[src/rtl/axis_diff_filter_if.sv]
// AXI4-Stream handshake bundle used on both sides of the differentiator.
// The master side drives valid/data; the slave side drives ready.
interface axis_diff_filter_if #(
  parameter int unsigned DATA_WIDTH = 16
);
  logic                  tvalid;
  logic                  tready;
  logic [DATA_WIDTH-1:0] tdata;

  modport master (output tvalid, output tdata, input tready);
  modport slave  (input tvalid, input tdata, output tready);
endinterface

[src/rtl/axis_diff_filter.sv]
// Pipelined AXI4-Stream differentiator with four run-time modes and output saturation.
// Stage 1 registers the unshifted full-precision sum; stage 2 shifts, clamps and holds the output.
module axis_diff_filter #(
  parameter int unsigned DATA_WIDTH  = 16,
  parameter int unsigned COUNT_WIDTH = 16
) (
  input  logic                   aclk,
  input  logic                   areset,
  input  logic [1:0]             mode,
  input  logic                   clear,
  input  logic                   sat_clear,
  axis_diff_filter_if.slave      S_AXIS,
  axis_diff_filter_if.master     M_AXIS,
  output logic [COUNT_WIDTH-1:0] sat_count
);

  localparam int unsigned W  = DATA_WIDTH;
  localparam int unsigned RW = W + 7;

  typedef logic signed [RW-1:0] raw_t;

  localparam raw_t C31    = raw_t'(31);
  localparam raw_t C6     = raw_t'(6);
  localparam raw_t SatMax = raw_t'({1'b0, {(W-1){1'b1}}});
  localparam raw_t SatMin = -SatMax - raw_t'(1);

  // hist_q[0] is the most recently accepted sample, i.e. x[n-1] relative to the incoming one.
  logic [3:0][W-1:0] hist_q, hist_d;

  logic                   adv, accept;
  raw_t                   xs, p0, p1, p2, p3, d1, d2, raw_d;
  raw_t                   raw_q, res;
  logic [1:0]             mode_q;
  logic                   v1_q;
  logic                   sat_hi, sat_lo, sat_hit;
  logic [W-1:0]           sat_val;
  logic                   out_valid_q;
  logic [W-1:0]           out_data_q;
  logic [COUNT_WIDTH-1:0] sat_count_q;

  assign adv            = !out_valid_q || M_AXIS.tready;
  assign S_AXIS.tready  = adv && !areset;
  assign accept         = S_AXIS.tvalid && S_AXIS.tready;
  assign M_AXIS.tvalid  = out_valid_q;
  assign M_AXIS.tdata   = out_data_q;
  assign sat_count      = sat_count_q;

  always_comb begin
    hist_d = hist_q;
    if (accept) begin
      hist_d[0] = S_AXIS.tdata;
      hist_d[1] = hist_q[0];
      hist_d[2] = hist_q[1];
      hist_d[3] = hist_q[2];
    end
    if (clear) begin
      hist_d[1] = '0;
      hist_d[2] = '0;
      hist_d[3] = '0;
      if (!accept) hist_d[0] = '0;
    end
  end

  // A clear coincident with accept computes the new sample against zero history.
  always_comb begin
    xs = raw_t'($signed(S_AXIS.tdata));
    p0 = clear ? '0 : raw_t'($signed(hist_q[0]));
    p1 = clear ? '0 : raw_t'($signed(hist_q[1]));
    p2 = clear ? '0 : raw_t'($signed(hist_q[2]));
    p3 = clear ? '0 : raw_t'($signed(hist_q[3]));
    d1 = p0 - p2;
    d2 = p3 - xs;
    case (mode)
      2'd0:    raw_d = xs;
      2'd1:    raw_d = xs - p0;
      2'd2:    raw_d = xs - p1;
      default: raw_d = d1 * C31 + d2 * C6;
    endcase
  end

  always_comb begin
    case (mode_q)
      2'd2:    res = raw_q >>> 1;
      2'd3:    res = raw_q >>> 5;
      default: res = raw_q;
    endcase
    sat_hi  = res > SatMax;
    sat_lo  = res < SatMin;
    sat_hit = sat_hi || sat_lo;
    if (sat_hi) begin
      sat_val = {1'b0, {(W-1){1'b1}}};
    end else if (sat_lo) begin
      sat_val = {1'b1, {(W-1){1'b0}}};
    end else begin
      sat_val = res[W-1:0];
    end
  end

  always_ff @(posedge aclk or posedge areset) begin
    if (areset) begin
      hist_q <= '0;
    end else if (adv || clear) begin
      hist_q <= hist_d;
    end
  end

  always_ff @(posedge aclk or posedge areset) begin
    if (areset) begin
      v1_q   <= 1'b0;
      raw_q  <= '0;
      mode_q <= 2'd0;
    end else if (adv) begin
      v1_q <= accept;
      if (accept) begin
        raw_q  <= raw_d;
        mode_q <= mode;
      end
    end
  end

  always_ff @(posedge aclk or posedge areset) begin
    if (areset) begin
      out_valid_q <= 1'b0;
      out_data_q  <= '0;
    end else if (adv) begin
      out_valid_q <= v1_q;
      if (v1_q) out_data_q <= sat_val;
    end
  end

  always_ff @(posedge aclk or posedge areset) begin
    if (areset) begin
      sat_count_q <= '0;
    end else if (sat_clear) begin
      sat_count_q <= '0;
    end else if (adv && v1_q && sat_hit && (sat_count_q != '1)) begin
      sat_count_q <= sat_count_q + 1'b1;
    end
  end

endmodule

[src/flat_wrapper.sv]
// flat-port wrapper written by rule: the top's interface ports become plain ports
module axis_diff_filter_flat 
#(
  parameter int unsigned DATA_WIDTH  = 16,
  parameter int unsigned COUNT_WIDTH = 16
)
  (aclk, areset, mode, clear, sat_clear, sat_count, S_AXIS_tvalid, S_AXIS_tdata, S_AXIS_tready, M_AXIS_tvalid, M_AXIS_tdata, M_AXIS_tready);
  axis_diff_filter_if #(.DATA_WIDTH(DATA_WIDTH)) S_AXIS_i ();
  axis_diff_filter_if #(.DATA_WIDTH(DATA_WIDTH)) M_AXIS_i ();
  input  logic aclk;
  input  logic areset;
  input  logic [1:0] mode;
  input  logic clear;
  input  logic sat_clear;
  output logic [COUNT_WIDTH-1:0] sat_count;
  input wire logic [$bits(S_AXIS_i.tvalid)-1:0] S_AXIS_tvalid;
  input wire logic [$bits(S_AXIS_i.tdata)-1:0] S_AXIS_tdata;
  output wire logic [$bits(S_AXIS_i.tready)-1:0] S_AXIS_tready;
  output wire logic [$bits(M_AXIS_i.tvalid)-1:0] M_AXIS_tvalid;
  output wire logic [$bits(M_AXIS_i.tdata)-1:0] M_AXIS_tdata;
  input wire logic [$bits(M_AXIS_i.tready)-1:0] M_AXIS_tready;
  assign S_AXIS_i.tvalid = S_AXIS_tvalid;
  assign S_AXIS_i.tdata = S_AXIS_tdata;
  assign S_AXIS_tready = S_AXIS_i.tready;
  assign M_AXIS_tvalid = M_AXIS_i.tvalid;
  assign M_AXIS_tdata = M_AXIS_i.tdata;
  assign M_AXIS_i.tready = M_AXIS_tready;
  axis_diff_filter #(.DATA_WIDTH(DATA_WIDTH), .COUNT_WIDTH(COUNT_WIDTH)) u_core (.aclk(aclk), .areset(areset), .mode(mode), .clear(clear), .sat_clear(sat_clear), .S_AXIS(S_AXIS_i), .M_AXIS(M_AXIS_i), .sat_count(sat_count));
endmodule
[config.mk]
export PLATFORM = sky130hd
export DESIGN_NAME = axis_diff_filter_flat
export DESIGN_NICKNAME = d
export VERILOG_FILES = /design/src/rtl/axis_diff_filter_if.sv /design/src/rtl/axis_diff_filter.sv /design/src/flat_wrapper.sv
export SDC_FILE = /design/constraint.sdc
export NUM_CORES = 1
export LEC_CHECK = 0
export CAP_MARGIN = 20
export CORE_ASPECT_RATIO = 1.25
export CORE_UTILIZATION = 25
export CTS_CLUSTER_SIZE = 25
export DETAILED_ROUTE_END_ITERATION = 6
export GPL_TIMING_DRIVEN = 1
export SYNTH_ARGS = -nofsm -noshare
export SYNTH_HDL_FRONTEND = slang
export SYNTH_SLANG_ARGS = --single-unit
[constraint.sdc]
create_clock -name aclk -period 7.65 [get_ports aclk]
set_input_delay 0.765 -clock aclk [delete_from_list [all_inputs] [get_ports aclk]]
set_output_delay 0.765 -clock aclk [all_outputs]
set_load 0.005 [all_outputs]
== Word-level counts from Yosys, hierarchy flattened ==
Index checks and enable logic that the tools add are counted.
Word-level totals
  input port bits: 24
  register bits after elaboration: 123
Operators by class
  $add $sub $neg: 6
  multiply operators: 2
  multiplexer cells: 13
  magnitude comparators: 2
  equal/unequal tests: 5
  reductions and logical operators: 16
Operators with widths (number)
  2-to-1 mux 64 bit: 2
  2-to-1 mux 23 bit: 4
  2-to-1 mux 16 bit: 5
  one-hot mux 23 bit (3 select lines): 1
  subtractor 16 x 23 -> 23 bit: 2
  one-hot mux 22 bit (2 select lines): 1
  adder 23 bit: 1
  greater-than comparator 23 x 16 -> 1 bit, second input constant: 1
  < comparator 23 x 16 -> 1 bit, second input constant: 1
  multiplier 23 x 3 -> 22 bit, second input constant: 1
  multiplier 23 x 6 -> 23 bit, second input constant: 1
  subtractor 23 x 16 -> 23 bit: 1
  subtractor 23 bit: 1
  adder 16 x 1 -> 16 bit, second input constant: 1
  inequality test 16 bit, second input constant: 1
  == test 2 bit, second input constant: 3
  AND reduction 2 bit: 3
  logical AND 1 bit: 5
  nonzero test 2 bit: 2
  logical OR 1 bit: 3
  == test 2 x 1 -> 1 bit, second input constant: 1
  logical NOT 1 bit: 2
  logical NOT 2 bit: 1

== Logic depth before layout (Yosys ltp) ==
  word-level depth: 8
  depth in mapped cells: 32
  mapped depth without buffers: 31

== Worst setup path before layout ==
Ideal clock, no wire load.
  path kind: in2reg
  start: in clear
  end: reg u_core.raw_q[22]
  cell stages on the path: 32
  setup slack: 0.178 ns
  data arrival time: 7.334 ns
  setup time: 0.138 ns
  path buffers: 1
  cell sequence: clkbuf_1 > nor2b_1 > ha_1 > fa_1 > nor2b_1 > o21ai_0 > a21boi_0 > o21ai_0 > a21boi_0 > o21ai_0 > a21oi_1 > nor2_1 > xnor2_1 > inv_1 > fa_1 > inv_1 > fa_1 > fa_1 > inv_1 > fa_1 > inv_1 > ha_1 > and3_1 > o211a_1 > a21oi_1 > nand2_1 > a31oi_1 > o21ai_1 > o31ai_2 > xnor3_1 > mux2i_1 > o211ai_1
Between the ends
  word-level cells in the longest chain between the ends: 5
  elaborated cells between the ends (all ways): 12
  those cells by class: add/sub (5); mul (2); mux (5)
RTL lines
  start: declaration: RTL line flat_wrapper.sv:13  | input logic clear;
  2-to-1 mux 23 bit (on tied branches): RTL line axis_diff_filter.sv:67, axis_diff_filter.sv:69, axis_diff_filter.sv:70
  subtractor 23 bit / subtractor 23 x 16 -> 23 bit (equally long branches): RTL line axis_diff_filter.sv:71, axis_diff_filter.sv:72
  multiplier 23 x 6 -> 23 bit / multiplier 23 x 3 -> 22 bit (equally long branches): RTL line axis_diff_filter.sv:77  | default: raw_d = d1 * C31 + d2 * C6;
  adder 23 bit: RTL line axis_diff_filter.sv:77
  one-hot mux 23 bit (3 select lines) *: RTL line axis_diff_filter.sv:73  | case (mode)
  end signal: assignment: RTL line axis_diff_filter.sv:115  | raw_q <= raw_d;
  end: declaration: RTL line axis_diff_filter.sv:32  | raw_t raw_q, res;
Mark *: on every way between the ends. The rest lies on a longest branch, timed or not.
A chain may end at the register's enable or synchronous reset.

== Worst setup path after layout ==
Ends and elaborated chain as after synthesis.

==> results.md <==
- Status: finished clean
- Setup violators final: 0
- Crit-path max cell delay: 550 ps
- Reg2Reg Capture Point: u_core.raw_q[22]$_DFFE_PP0P_
- Hold EP: u_core.M_AXIS.tdata[3]$_DFFE_PP0P_
- RSZ-0062 raised after global routing: no
- Fin crit share: 94.57%
- Max_slew headroom: 33.67%
- Fraction of the mapped netlist area in adder cells: 25.48%
- Most common cell in the synthesized netlist: inv_1
- Min-Delay Startpoint: u_core.M_AXIS.tdata[3]$_DFFE_PP0P_
- Met3 routed WL: 931 microns
- Syn_area_per_cell: 8.755 sq um
- First-pass GRT wire length: 52.30 mm
- Setup CP Type: primary input to flop
- Layout cells sized above 1: 12.10%
- CP Launch Type: primary input
- R2r setup slk: 610 ps
- Vias: 10376
- Final hold vios: 0
- CP max FO: 12
- Synth top area share: 24.18%
- Most common library cells after synthesis: 164 x inv_1, 136 x ha_1, 131 x nand2_1
- EDFF count, synth: 0
- Core area: 0.05030 sq mm
- Hold Crit Class: flop to flop
- Critical Path Sink Type: flop
- Maximum root-to-sink buffer count: 2
- Vias per std cell: 4.589
- Drt first pass iters: 5
- Post-synthesis sequential area ratio: 24.18%
- WP data required: 7940 ps
- Antenna Violating Nets Remaining: 0
- Metal2 WL: 16.33 mm
- Number of global-route vias before repair: 10323
- Post-route cell area: 0.01547 sq mm
- Die height: 254.3 microns
- H-tree levels: 4
- Gpl congestion: 0.8472
- #FFs+latches synth: 123
- DRC: 0
- Num CTS Buffers: 17
- Skew-Pair Late Insertion Delay: 430 ps
- DRT iter0 DRCs: 519
- Main combinational cell family by area after synthesis: adder cells
- GRT Total Usage: 12.62%
- Synth-to-layout area growth: 21.51%
- RR Startpoint: u_core.hist_q[32]$_DFFE_PP0P_
- Final-stage net count: 1827
- Starting Density: 25.31%
- Hold Path Cell Cnt: 1
- Cells after DPL: 2228
- Cell repeated most along the worst path: fa_1
- Largest net degree at the start of global routing: 67
- Post-synthesis cell area: 0.01273 sq mm
- CTS tree: done
- DP HPWL: 25.87 mm
- CP arrival: 7530 ps
- # rows: 92
- Die X: 203.8 microns
- Placed cell area: 0.01475 sq mm
- Post-synth top flop: dfrtp_1
- Fraction of synthesized area in multiplexers: 4.698%
- ANT cells: 0
- Syn. warnings: 0
- Num Clock Sinks: 123
- Syn Nets: 1691
- Initial antenna violation count: 0
- CTS Root Cell: clkbuf_16
- # IOs: 58
- Avg WL per Cell: 14.40 microns
- Reg2reg path depth: 32
- Buffers on Ports: 57
- Max layer used: met4
- Slew Limit Fails: 0
- Tmin final: 7235 ps
- Critical path's slowest cell: fa_1
- Setup TNS: 0 ps
- Remaining global-route overflow: 0
- Max Cap Violations: 0
- Ys async rst share: 100.0%
- Post-Syn Instances: 1454
- Leading area contributor after synthesis: dfrtp_1
- Slew @ Worst Pin: 994.9 ps
- Clock transition at path regs: 60 ps
- Top cells by area, synth: dfrtp_1 24%, ha_1 13%, fa_1 12%
- Synth cell types: 65
- Final Non-Filler Cells: 2261
- Die area: 0.05183 sq mm
- Xor-xnor portion of the synthesized cell area: 6.851%
- CTS Hold Bufs: 0
- Final wirelength: 32.55 mm
- WL met1: 14.83 mm
- Simple-gate area share of the yosys netlist: 15.33%
- Max Fclk: 138.2 MHz
- Final Skew: 12.55 ps
- Compound-Gate Fraction of Synth Area: 17.00%
## flip-flops by register name (all words and copies together) (netlist names)
register,cells
u_core.hist_q,64
u_core.raw_q,23
u_core.M_AXIS.tdata,16
u_core.sat_count,16
u_core.mode_q,2
u_core.M_AXIS.tvalid,1
u_core.v1_q,1
## worst max-delay path by stage
stage	slack, ps	depth (start not counted)	end	startpoint
after floorplan	180	32	u_core.raw_q[22]$_DFFE_PP0P_	clear
after global placement	-270	32	u_core.raw_q[22]$_DFFE_PP0P_	clear
after detailed placement	-420	32	u_core.raw_q[22]$_DFFE_PP0P_	clear
after CTS	3	32	u_core.raw_q[22]$_DFFE_PP0P_	clear
after global routing	40	33	u_core.raw_q[22]$_DFFE_PP0P_	clear
final	420	33	u_core.raw_q[22]$_DFFE_PP0P_	clear
## through the flow
step                hold WS (ps)  setup slack [ps]  util, %
CTS                        483.3             2.801    30.59
global route               500.0             38.27    30.75
detailed placement         468.8            -422.4    29.33
floorplan                  444.4             177.6        -
finish                     477.9             415.3    30.75
global placement           461.3            -269.9    29.33
## critical path: cells and delay by family
| family | cells | cell delay (ps) |
|---|---|---|
| compound gates | 14 | 2060 |
| xor+xnor | 2 | 390 |
| fa+ha+maj | 7 | 3020 |
| buf+inv | 6 | 690 |
| mux | 1 | 150 |
| simple gates | 3 | 450 |
## layer usage
layer	vias to the layer above	GRT usage (%)
li1	5198	-
met3	26	1.687
met4	0	3.459
met2	168	22.49
met5	-	0
met1	4984	15.81
## placed cells by master, fill, tap and decap left out, drive strengths merged, types with 8 or more instances in the layout
cell             n
a211oi          23
a21o            39
a21oi           69
a31oi           10
and3             8
buf            113
clkbuf          18
clkdlybuf4s50   56
dfrtp          123
fa              77
ha             136
inv            169
mux2i           53
nand2          131
nand2b          45
nand3           22
nand4            8
nor2            83
nor2b           49
nor3            15
o21a            16
o21ai          126
or2             18
xnor2           58
xor2            39
## kinds of logic after synthesis
| family | count (synthesis) |
|---|---|
| muxes | 59 |
| adders and majority gates | 213 |
| buffers and inverters | 216 |
| xor gates and xnor gates | 98 |
| AOI/OAI and AO/OA | 343 |
| and+or+nand+nor | 402 |
| DFF | 123 |
## timing repair
item | 4_1_cts | 5_1_grt
setup endpoints to repair | 0 | 8
resized for setup | 0 | 18
buffers inserted | 0 | 1
## area by class of cell
type	instances	area [sq um]
fillers	5221	34840
repair buffers	169	1423
inverters	164	618.1
well taps	658	823.3
multi-input cells	1115	8887
flip-flops and latches	123	3078
clock buffers	18	429.2
clock inverters	14	209.0
Power is not shown: default switching activity piles up to over one toggle a cycle in this logic, so the estimate is an artifact.
